===== config.mk =====
export PLATFORM = sky130hd
export DESIGN_NAME = sps_rx_ctrl
export DESIGN_NICKNAME = d
export VERILOG_FILES = /design/src/rtl/sps_rx_ctrl.sv
export SDC_FILE = /design/constraint.sdc
export NUM_CORES = 1
export LEC_CHECK = 0
export CORE_UTILIZATION = 35
export DETAILED_ROUTE_END_ITERATION = 7
export HOLD_SLACK_MARGIN = 0.1
export REMOVE_ABC_BUFFERS = 1
export SETUP_SLACK_MARGIN = 0.3
export SLEW_MARGIN = 10
export SYNTH_ARGS = -nofsm -noshare
export SYNTH_HDL_FRONTEND = slang
export SYNTH_SLANG_ARGS = --single-unit

===== constraint.sdc =====
create_clock -name clk -period 2.44 [get_ports clk]
set_input_delay 0.244 -clock clk [delete_from_list [all_inputs] [get_ports clk]]
set_output_delay 0.244 -clock clk [all_outputs]
set_load 0.05 [all_outputs]

===== src/rtl/sps_rx_ctrl.sv =====
// sps_rx_ctrl -- oversampling serial receive controller.
//
// Synchronises the raw serial line, detects the start edge, steers an
// external 10-bit shift register with one-cycle shift strobes at the middle
// of each bit cell, then latches the payload and reports status.
//
// Ports
//   clk        system clock, all state changes on its rising edge
//   rst        asynchronous active-high reset
//   serialIn   raw asynchronous serial line (idle high)
//   shiftEn    one-cycle strobe: shift register must shift in serialOut
//   serialOut  synchronised line bit presented to the shift register
//   data       shift register contents (data[0]=start, [8:1]=payload, [9]=stop)
//   rxData     payload of the last completed frame
//   charReady  rxData holds an unacknowledged character
//   charAck    consumer acknowledge (clears charReady, frameErr, overrun)
//   frameErr   sticky: last completed frame had a bad start or stop bit
//   overrun    sticky: a frame completed while charReady was still high
//   busy       controller is not idle
module sps_rx_ctrl #(
  parameter int OVERSAMPLE = 16,
  parameter int FRAME_BITS = 10
) (
  input  logic                  clk,
  input  logic                  rst,
  input  logic                  serialIn,
  output logic                  shiftEn,
  output logic                  serialOut,
  input  logic [FRAME_BITS-1:0] data,
  output logic [7:0]            rxData,
  output logic                  charReady,
  input  logic                  charAck,
  output logic                  frameErr,
  output logic                  overrun,
  output logic                  busy
);

  localparam int CW = $clog2(OVERSAMPLE);
  // Start bit is re-checked half a bit period after the edge; data bits are
  // then sampled once per full period, landing near each cell centre.
  localparam logic [CW-1:0] HALF_CNT = CW'(OVERSAMPLE / 2 - 1);
  localparam logic [CW-1:0] LAST_CNT = CW'(OVERSAMPLE - 1);
  localparam logic [3:0]    LAST_BIT = 4'(FRAME_BITS - 1);

  typedef enum logic [1:0] {
    S_IDLE,
    S_START,
    S_DATA,
    S_LATCH
  } state_t;

  state_t          state_q, state_d;
  logic [CW-1:0]   samp_q, samp_d;
  logic [3:0]      bit_q, bit_d;
  logic            sync1_q, sync2_q, prev_q;
  logic [7:0]      rxData_q, rxData_d;
  logic            charReady_q, charReady_d;
  logic            frameErr_q, frameErr_d;
  logic            overrun_q, overrun_d;
  logic            shift_pulse;
  logic            ack_clr;
  logic            frame_bad;

  always_ff @(posedge clk or posedge rst) begin
    if (rst) begin
      state_q     <= S_IDLE;
      samp_q      <= '0;
      bit_q       <= '0;
      sync1_q     <= 1'b1;
      sync2_q     <= 1'b1;
      prev_q      <= 1'b1;
      rxData_q    <= 8'h00;
      charReady_q <= 1'b0;
      frameErr_q  <= 1'b0;
      overrun_q   <= 1'b0;
    end else begin
      state_q     <= state_d;
      samp_q      <= samp_d;
      bit_q       <= bit_d;
      sync1_q     <= serialIn;
      sync2_q     <= sync1_q;
      prev_q      <= sync2_q;
      rxData_q    <= rxData_d;
      charReady_q <= charReady_d;
      frameErr_q  <= frameErr_d;
      overrun_q   <= overrun_d;
    end
  end

  assign ack_clr   = charAck & charReady_q;
  assign frame_bad = data[0] | ~data[FRAME_BITS-1];

  always_comb begin
    state_d     = state_q;
    samp_d      = samp_q;
    bit_d       = bit_q;
    shift_pulse = 1'b0;
    rxData_d    = rxData_q;
    charReady_d = charReady_q;
    frameErr_d  = frameErr_q;
    overrun_d   = overrun_q;

    // An acknowledge of a pending character clears all status together.
    if (ack_clr) begin
      charReady_d = 1'b0;
      frameErr_d  = 1'b0;
      overrun_d   = 1'b0;
    end

    case (state_q)
      S_IDLE: begin
        samp_d = '0;
        bit_d  = '0;
        // prev_q holds the previous synchronised bit, so this is a 1->0 edge.
        if (prev_q && !sync2_q) begin
          state_d = S_START;
        end
      end
      S_START: begin
        if (samp_q == HALF_CNT) begin
          samp_d = '0;
          if (!sync2_q) begin
            shift_pulse = 1'b1;
            bit_d       = 4'd1;
            state_d     = S_DATA;
          end else begin
            state_d = S_IDLE;
          end
        end else begin
          samp_d = samp_q + 1'b1;
        end
      end
      S_DATA: begin
        if (samp_q == LAST_CNT) begin
          samp_d      = '0;
          shift_pulse = 1'b1;
          bit_d       = bit_q + 4'd1;
          if (bit_q == LAST_BIT) begin
            state_d = S_LATCH;
          end
        end else begin
          samp_d = samp_q + 1'b1;
        end
      end
      S_LATCH: begin
        // Completion wins over a same-cycle acknowledge: the character stays
        // ready, and an ack in this cycle prevents the overrun flag.
        rxData_d    = data[8:1];
        charReady_d = 1'b1;
        frameErr_d  = frameErr_d | frame_bad;
        overrun_d   = overrun_d | (charReady_q & ~charAck);
        state_d     = S_IDLE;
      end
      default: begin
        state_d = S_IDLE;
      end
    endcase
  end

  assign shiftEn   = shift_pulse;
  assign serialOut = sync2_q;
  assign rxData    = rxData_q;
  assign charReady = charReady_q;
  assign frameErr  = frameErr_q;
  assign overrun   = overrun_q;
  assign busy      = (state_q != S_IDLE);

endmodule


==> impl_metrics.json, run 1 <==
{
  "power-per-cell-area_mw_per_mm2": 1308,
  "dieWidth_um": 60.77,
  "fillers": 297,
  "syn_inst": 105,
  "seq_area_frac_synth": 0.5000,
  "nNetsFinal": 157,
  "port_buffers": 27,
  "setup_ws_ns": 0.4607,
  "synth_compound_area_frac": 0.1180,
  "vdd_drop_max_mv": 0.8319,
  "clk_pin_slew_ns": 0.13,
  "slew_headroom": 0.6605,
  "clock_latency_ns": 0.31,
  "diodes": 0,
  "core_area_mm2": 0.003153,
  "cts_max_level": 1,
  "max_freq_mhz": 505.2,
  "tightest_slew_ns": 0.5077,
  "drive_above_1_share": 0.2090,
  "antenna_found_initial": 0,
  "dr_total_vias": 869,
  "start_util": 0.3833,
  "power.leakage_uw": 0.0006863,
  "status": "completed",
  "globalRouteOverflowTotal": 0,
  "period_share": 0.8112,
  "pre_cts_ws_ns": 0.4314,
  "syn2layout_area_growth_pct": 32.40,
  "ant_nets": 0,
  "fin_tns_setup_ns": 0,
  "vias_per_cell": 4.882,
  "setup_viol": 0,
  "synth_mux_area_frac": 0.1211,
  "synth_area_per_cell_um2": 11.51,
  "wl_per_cell_um": 12.81,
  "hp-class": "input pin to async pin",
  "critical_path_required_ns": 2.20,
  "final_hold_viol_count": 0,
  "dr.pass1.iters": 4,
  "final_common_cell": "clkdlybuf4s50_1",
  "synth_fa_ha_area_frac": 0.08282,
  "clockBufferDepth": 2,
  "grt_pass1_vias": 873,
  "numClockSinks": 24,
  "remaining_drc_errors": 0,
  "slew_viol_final": 0,
  "ys_types": 31,
  "synthXorXnorAreaFrac": 0,
  "die_h_um": 60.77,
  "grt_pass1_wl_mm": 3.829,
  "cts_buffers": 3,
  "wl_mm": 2.280,
  "synth_top_family_by_area": "simple AND/OR/NAND/NOR gates",
  "groute.usage.overall": 0.1422,
  "synth-simple-area-share": 0.1377,
  "cap_violations": 0,
  "clock_skew_ns": 0.008789,
  "ys_seq_elements": 24,
  "grt_max_degree": 25,
  "period_minus_slack_ns": 1.979,
  "cp-end-kind": "output port",
  "worst-setup-path-type": "register to output port",
  "cts_root_buffer": "clkbuf_4",
  "syn_area_mm2": 0.001209,
  "gp_congestion": 0.7431,
  "tritoncts": "yes",
  "hold_buffers": 0,
  "drt_iter0_markers": 23,
  "rsz0062_at_grt": "no",
  "yosysWarnings": 0,
  "critPathMaxFanout": 9,
  "io_pins": 28,
  "crit_arrival_ns": 1.74,
  "rows": 20,
  "cp-start-kind": "register",
  "dpl.hpwl_mm": 1.631,
  "final_cell_mix": "25 x clkdlybuf4s50_1, 20 x dfrtp_1, 8 x o21ai_0, 8 x mux2_2",
  "die-area_mm2": 0.003692
}
-- cell type report --
cell class | instances | area, um^2 | share of cell area
clock buffer | 4 | 36.28 | 0.02267
sequential | 24 | 605.6 | 0.3784
multi-input combinational | 70 | 595.6 | 0.3722
tap | 44 | 55.05 | 0.03440
timing repair buffer | 29 | 281.5 | 0.1759
inverter | 7 | 26.28 | 0.01642
-- critical path, cell delays in order (launching register included) --
cell and delay, ns:
dfrtp_2 0.43, inv_1 0.14, ha_4 0.35, nand2_1 0.08, nor3b_1 0.20, buf_4 0.23
-- power breakdown --
group	internal, uW	switching (uW)	total [uW]
combinational	512	757	1270
sequential	530	92.3	622
clock	91.0	110	201
total	1130	960	2090
-- metal layers --
metal | vias up | part of all wire | global-route usage
met2 | 9 | 0.51 | 0.2292
li1 | 429 | - | -
met5 | - | 0 | 0
met3 | 2 | 0.018 | 0.03412
met4 | 0 | 0.012 | 0.05844
met1 | 429 | 0.46 | 0.1839
-- timing repair --
| action | 4_1_cts | 5_1_grt |
|---|---|---|
| endpoints found under the setup margin | 1 | 1 |
| hold endpoints to repair | 0 | 0 |
| gates resized for setup | 1 | 8 |
| buffers inserted | 0 | 1 |
-- stage by stage --
stage | hold slack [ns] | power, uW | instance area (um^2) | std cells | util
2_1_floorplan | 0.2485 | 1474 | 1186 | 101 | -
4_1_cts | 0.2669 | 2017 | 1551 | 177 | 0.4921
3_3_place_gp | 0.3455 | 1790 | 1516 | 173 | 0.4810
5_1_grt | 0.2962 | 2228 | 1600 | 178 | 0.5075
3_5_place_dp | 0.3470 | 1814 | 1516 | 173 | 0.4810
6_report | 0.2596 | 2093 | 1600 | 178 | 0.5075
-- Yosys cell counts --
cell      number  area, um^2
inv_1          7       26.28
a221oi_1       1       8.760
mux2_1         1       11.26
a221o_2        1       11.26
o41ai_1        1       8.760
and3_1         1       6.260
mux2i_1        3       30.03
o41ai_2        1       16.27
clkbuf_1       3       11.26
o21ai_0        8       40.04
nand4_1        1       6.260
nor2_1         3       11.26
nand3b_1       1       7.510
nand2b_4       1       13.76
mux2_2         8       90.09
nor3_1         2       10.01
dfstp_2        3       78.83
ha_1           8       100.1
nand2_1        7       26.28
a21oi_1        4       20.02
a31oi_4        1       21.27
nand2b_1       2       12.51
nand4b_1       1       8.760
nor2b_1        3       18.77
dfrtp_1       21       525.5
nand3_1        6       30.03
a21o_1         1       7.510
mux2_4         1       15.01
a22o_1         1       8.760
buf_6          1       11.26
nor3b_1        2       15.01
-- kinds of logic (layout without fill, tap and decap cells) --
| kind of cell | Yosys count | after routing |
|---|---|---|
| AO/OA/AOI/OAI | 19 | 19 |
| flip-flops | 24 | 24 |
| buffers and inverters | 11 | 40 |
| adder cells (fa/ha/maj) | 8 | 8 |
| AND/OR/NAND/NOR | 30 | 30 |
| multiplexers | 13 | 13 |
-- sequential cells by signal (all words and copies together), names as in the netlist, named ones only --
register,flops
state_q,1
serialOut,1
frameErr,1
samp_q,4
prev_q,1
charReady,1
rxData,8
sync1_q,1
bit_q,4
-- final timing paths --
check / startpoint / endpoint / slack (ns) / cells after the start
setup / recovery: state_q[0]$_DFFE_PP0P_ / shiftEn / 0.46 / 5
hold / removal: rst / frameErr$_DFF_PP0_ / 0.26 / 3
setup reg to reg: state_q[0]$_DFFE_PP0P_ / bit_q[1]$_DFFE_PP0P_ / 0.47 / 6
hold reg to reg: sync1_q$_DFF_PP1_ / serialOut$_DFF_PP1_ / 0.37 / 0
max in group asynchronous: rst / sync1_q$_DFF_PP1_ / 1.88 / 3
min in group clk: serialIn / sync1_q$_DFF_PP1_ / 0.33 / 1
(Power assumes the default switching activity.)
==> run 2, diff against run 1 <==
==> constraint.sdc (replaced) <==
create_clock -name clk -period 2 [get_ports clk]
set_input_delay 0.2 -clock clk [delete_from_list [all_inputs] [get_ports clk]]
set_output_delay 0.2 -clock clk [all_outputs]
set_load 0.05 [all_outputs]
==> run 2 against run 1 <==
Final area increased by 7.1%. Non-clock buffer count rose by 8. Largest power group unchanged. Setup slack worse by 0.38 ns. Core utilization is 3.6 points higher. Count of clock-buffer cells in the layout shrank 1. Critical path depth grew 1. Register-to-register slack lost 0.32 ns.
==> impl_metrics.json, run 2 (synthesis results as in run 1) <==
{
  "hp-class": "input pin to async pin",
  "dr_total_vias": 902,
  "cp-start-kind": "register",
  "numClockSinks": 24,
  "wl_mm": 2.431,
  "grt_max_degree": 25,
  "drt_iter0_markers": 43,
  "port_buffers": 27,
  "setup_ws_ns": 0.07978,
  "final_cell_mix": "20 x dfrtp_1, 13 x clkdlybuf4s50_1, 11 x dlygate4sd2_1",
  "worst-setup-path-type": "register to output port",
  "final_core_util": 0.5437,
  "wl_per_cell_um": 13.07,
  "drive_above_1_share": 0.3099,
  "pre_cts_ws_ns": 0.1934,
  "postPlaceCellArea_mm2": 0.001541,
  "io_pins": 28,
  "dr.pass1.iters": 4,
  "r2r_end": "bit_q[1]$_DFFE_PP0P_",
  "status": "completed",
  "clock_skew_ns": 0.007788,
  "globalRouteOverflowTotal": 0,
  "core_area_mm2": 0.003153,
  "die-area_mm2": 0.003692,
  "slew_headroom": 0.6586,
  "syn2layout_area_growth_pct": 41.82,
  "power-per-cell-area_mw_per_mm2": 1636,
  "tritoncts": "yes",
  "seq_area_um2": 605.6,
  "vias_per_cell": 4.849,
  "die_h_um": 60.77,
  "cap_violations": 0,
  "final_hold_viol_count": 0,
  "diodes": 0,
  "fillers": 293,
  "cts_max_level": 1,
  "final_common_cell": "dfrtp_1",
  "grt_pass1_vias": 888,
  "rows": 20,
  "remaining_drc_errors": 0,
  "r2r_cells": 7,
  "timing.rr.start": "state_q[0]$_DFFE_PP0P_",
  "crit_arrival_ns": 1.72,
  "vdd_drop_max_mv": 0.8340,
  "antenna_found_initial": 0,
  "ff2ff_setup_slack_ns": 0.15,
  "power.leakage_uw": 0.0007768,
  "hold_buffers": 0,
  "period_minus_slack_ns": 1.920,
  "critPathMaxFanout": 5,
  "period_share": 0.9601,
  "cts_buffers": 3,
  "rsz0062_at_grt": "yes",
  "clk_pin_slew_ns": 0.14,
  "fin_tns_setup_ns": 0,
  "final_cell_area_mm2": 0.001714,
  "groute.usage.overall": 0.1515,
  "grt_pass1_wl_mm": 4.008,
  "multi_input_area_um2": 621.8,
  "nNetsFinal": 165,
  "ant_nets": 0,
  "setup_viol": 0,
  "start_util": 0.3833,
  "critical_path_required_ns": 1.80,
  "cp-end-kind": "output port",
  "dpl.hpwl_mm": 1.730,
  "dieWidth_um": 60.77,
  "slew_viol_final": 0,
  "largest_reg_flops": 8,
  "clock_latency_ns": 0.32,
  "clockBufferDepth": 2,
  "cts_root_buffer": "clkbuf_4",
  "max_freq_mhz": 520.8,
  "tightest_slew_ns": 0.5112,
  "gp_congestion": 0.6951
}
## run 2: metrics by stage
| stage | instances | total power, uW | hold WS (ns) |
|---|---|---|---|
| floorplan | 101 | 1798 | 0.2045 |
| global placement | 175 | 2223 | 0.3455 |
| detailed placement | 175 | 2249 | 0.3536 |
| CTS | 184 | 2758 | 0.1991 |
| global route | 186 | 2993 | 0.2279 |
| finish | 186 | 2804 | 0.2028 |
## run 2: layout make-up
class / instances / area share
multi-input cells: 70 / 0.3628
flip-flops and latches: 24 / 0.3533
repair buffers: 37 / 0.2044
well taps: 44 / 0.03212
clock inverters: 1 / 0.01752
inverters: 7 / 0.01679
clock buffers: 3 / 0.01314
## run 2: how the worst max path moves through the flow
stage	to	slack [ns]
finish	shiftEn	0.08
global placement	shiftEn	0.23
CTS	shiftEn	0.07
global route	shiftEn	-0.02
detailed placement	bit_q[1]$_DFFE_PP0P_	0.19
floorplan	shiftEn	-0.29
## run 2: routing by layer
metal	vias to the layer above	GRT usage	part of all wire
met5	-	0	0
met3	2	0.03625	0.037
met2	19	0.2480	0.52
met1	439	0.1889	0.43
li1	442	-	-
met4	0	0.07143	0.011
## run 2: worst max-delay path, cell delays in order, from the launching register on
cell and delay (ns):
dfrtp_1 0.45, inv_2 0.12, ha_4 0.17, nor2b_4 0.14, mux2i_1 0.09, nor3b_2 0.24
clkbuf_16 0.20
## run 2: timing repair
action / in CTS / in global routing
gates cloned: 0 / 0
buffers inserted: 5 / 2
gates resized for setup: 25 / 7
pin swaps: 2 / 2
hold endpoints to repair: 0 / 0
endpoints found under the setup margin: 16 / 9
## run 2: power breakdown
group / leakage, uW / internal [uW] / switching (uW)
combinational: 0.000450 / 709 / 989
sequential: 0.000299 / 646 / 108
clock: 0.0000279 / 203 / 149
==> run 3, diff against run 2 <==
--- a/config.mk
+++ b/config.mk
@@ -5,6 +5,7 @@
 export SDC_FILE = /design/constraint.sdc
 export NUM_CORES = 1
 export LEC_CHECK = 0
+export CAP_MARGIN = 0
 export CORE_UTILIZATION = 35
 export DETAILED_ROUTE_END_ITERATION = 7
 export HOLD_SLACK_MARGIN = 0.1
==> constraint.sdc (replaced) <==
create_clock -name clk -period 1.7 [get_ports clk]
set_input_delay 0.17 -clock clk [delete_from_list [all_inputs] [get_ports clk]]
set_output_delay 0.17 -clock clk [all_outputs]
set_load 0.05 [all_outputs]
==> run 3 against run 2 <==
Clock power increased by 17%. Critical endpoint unchanged. Global-route usage increased by 0.46 points. The run now ends with negative setup slack left. Final cell count increased by 11%. Setup slack got worse by 0.28 ns. First-iteration DRC count decreased by 19%. Sequential cell count unchanged. Register-to-register slack got worse by 0.23 ns. Die area unchanged. Sequential power increased by 16%. Worst hold slack got worse by 0.020 ns. Combinational power increased by 68%.
==> impl_metrics.json, run 3 (synthesis results as in run 1) <==
{
  "status": "complete, but fails checks",
  "violations": "negative setup slack",
  "cp-start-kind": "register",
  "gp_congestion": 0.8588,
  "grt.met1_usage": 0.1848,
  "io_pins": 28,
  "grt_pass1_vias": 990,
  "final_cell_mix": "21 x dfrtp_1, 21 x buf_4, 13 x clkdlybuf4s50_1",
  "numClockSinks": 24,
  "drt_iter0_markers": 35,
  "seq_power_share": 0.211,
  "setup_ws_ns": -0.2043,
  "syn2layout_area_growth_pct": 61.08,
  "dr.pass1.iters": 4,
  "power-per-cell-area_mw_per_mm2": 2126,
  "cts_max_level": 1,
  "wl_mm": 2.832,
  "cts_root_buffer": "clkbuf_4",
  "power.leakage_uw": 0.0008997,
  "nNetsFinal": 186,
  "dieWidth_um": 60.77,
  "core_area_mm2": 0.003153,
  "use_met2": 0.2810,
  "slew_viol_final": 0,
  "p_sw_uw": 1746,
  "clock_skew_ns": 0.008891,
  "period_minus_slack_ns": 1.904,
  "dr_total_vias": 1014,
  "antenna_found_initial": 0,
  "cp-end-kind": "output port",
  "hp-class": "input pin to async pin",
  "hold_buffers": 0,
  "start_util": 0.3833,
  "ant_nets": 0,
  "wl_per_cell_um": 13.68,
  "drive_above_1_share": 0.5337,
  "hold_slack_ns": 0.1826,
  "rows": 20,
  "cap_violations": 0,
  "top_usage_layer": "met2",
  "rsz0062_at_grt": "yes",
  "critical_path_required_ns": 1.53,
  "pre_cts_ws_ns": -0.04726,
  "switching_share": 0.4217,
  "use_met3": 0.03838,
  "groute.usage.overall": 0.1561,
  "dpl.hpwl_mm": 1.835,
  "max_freq_mhz": 525.1,
  "final_hold_viol_count": 0,
  "tightest_slew_ns": 0.4887,
  "clock_latency_ns": 0.32,
  "clockBufferDepth": 2,
  "cts_buffers": 3,
  "tritoncts": "yes",
  "slew_headroom": 0.6755,
  "globalRouteOverflowTotal": 0,
  "setup_viol": 4,
  "vias_per_cell": 4.899,
  "power_frac_comb": 0.689,
  "worst-setup-path-type": "register to output port",
  "p_clk_frac": 0.099,
  "die-area_mm2": 0.003692,
  "largest_reg_flops": 8,
  "grt_pass1_wl_mm": 4.202,
  "clk_pin_slew_ns": 0.13,
  "remaining_drc_errors": 0,
  "grt_max_degree": 25,
  "vdd_drop_max_mv": 1.489,
  "critPathMaxFanout": 3,
  "die_h_um": 60.77,
  "port_buffers": 27,
  "p_int_uw": 2394,
  "period_share": 1.120,
  "crit_arrival_ns": 1.73,
  "diodes": 0
}
run 3: cell types whose count changed in the layout (fill, tap and decap cells not counted), sizes merged:
cell,delta
dlymetal6s2s,-1
buf,+24
dlygate4sd2,-11
clkdlybuf4s15,+1
clkbuf,+8
run 3: layer usage:
layer  wire [um]  vias up
met1        1246      507
met2        1498       10
met4          27        0
met5           0        -
li1            -      493
met3          58        4
run 3: worst max-delay path, stage by stage, from the launching register on:
cell and delay [ns]:
dfrtp_1 0.43, inv_2 0.08, buf_6 0.12, ha_4 0.28, nand2_4 0.06, nor3b_2 0.17
buf_4 0.15, buf_12 0.12
run 3: power by group through the flow:
stage	clock, uW	combinational [uW]	sequential, uW
floorplan	0	783	1330
global placement	0	2050	875
detailed placement	0	2080	882
CTS	429	2420	874
global route	452	3030	897
finish	411	2850	875
run 3: path summary, 6_finish.rpt:
check | cells past startpoint | slack, ns | start | endpoint
max | 7 | -0.20 | state_q[0]$_DFFE_PP0P_ | shiftEn
min | 3 | 0.18 | rst | rxData[6]$_DFFE_PP0P_
max reg2reg | 9 | -0.08 | state_q[0]$_DFFE_PP0P_ | state_q[0]$_DFFE_PP0P_
min reg2reg | 0 | 0.37 | sync1_q$_DFF_PP1_ | serialOut$_DFF_PP1_
max in group asynchronous | 3 | 1.23 | rst | sync1_q$_DFF_PP1_
min in group clk | 1 | 0.25 | serialIn | sync1_q$_DFF_PP1_
run 3: cell type report:
class / count / area, um^2
Multi-Input combinational cell: 70 / 688.2
Timing Repair Buffer: 58 / 518.0
Clock buffer: 3 / 22.52
Tap cell: 44 / 55.05
Sequential cell: 24 / 604.3
Clock inverter: 1 / 30.03
Fill cell: 279 / 1206
Inverter: 7 / 28.78
run 3: repair_timing:
item                                    in CTS  in global routing
hold endpoints to repair                     0                  0
pin swaps                                    4                 12
resized for setup                           43                 35
endpoints found under the setup margin      30                 21
setup buffers                                7                  7
run 3: per-stage QoR:
stage | util | setup TNS [ns] | std cells | power, uW | instance area [um^2]
finish | 0.6175 | -0.4091 | 207 | 4140 | 1947
global route | 0.6175 | -0.9148 | 207 | 4379 | 1947
floorplan | - | -0.6726 | 101 | 2115 | 1186
detailed placement | 0.5246 | -0.07011 | 189 | 2962 | 1654
global placement | 0.5246 | 0 | 189 | 2925 | 1654
CTS | 0.5889 | -0.3741 | 200 | 3725 | 1857
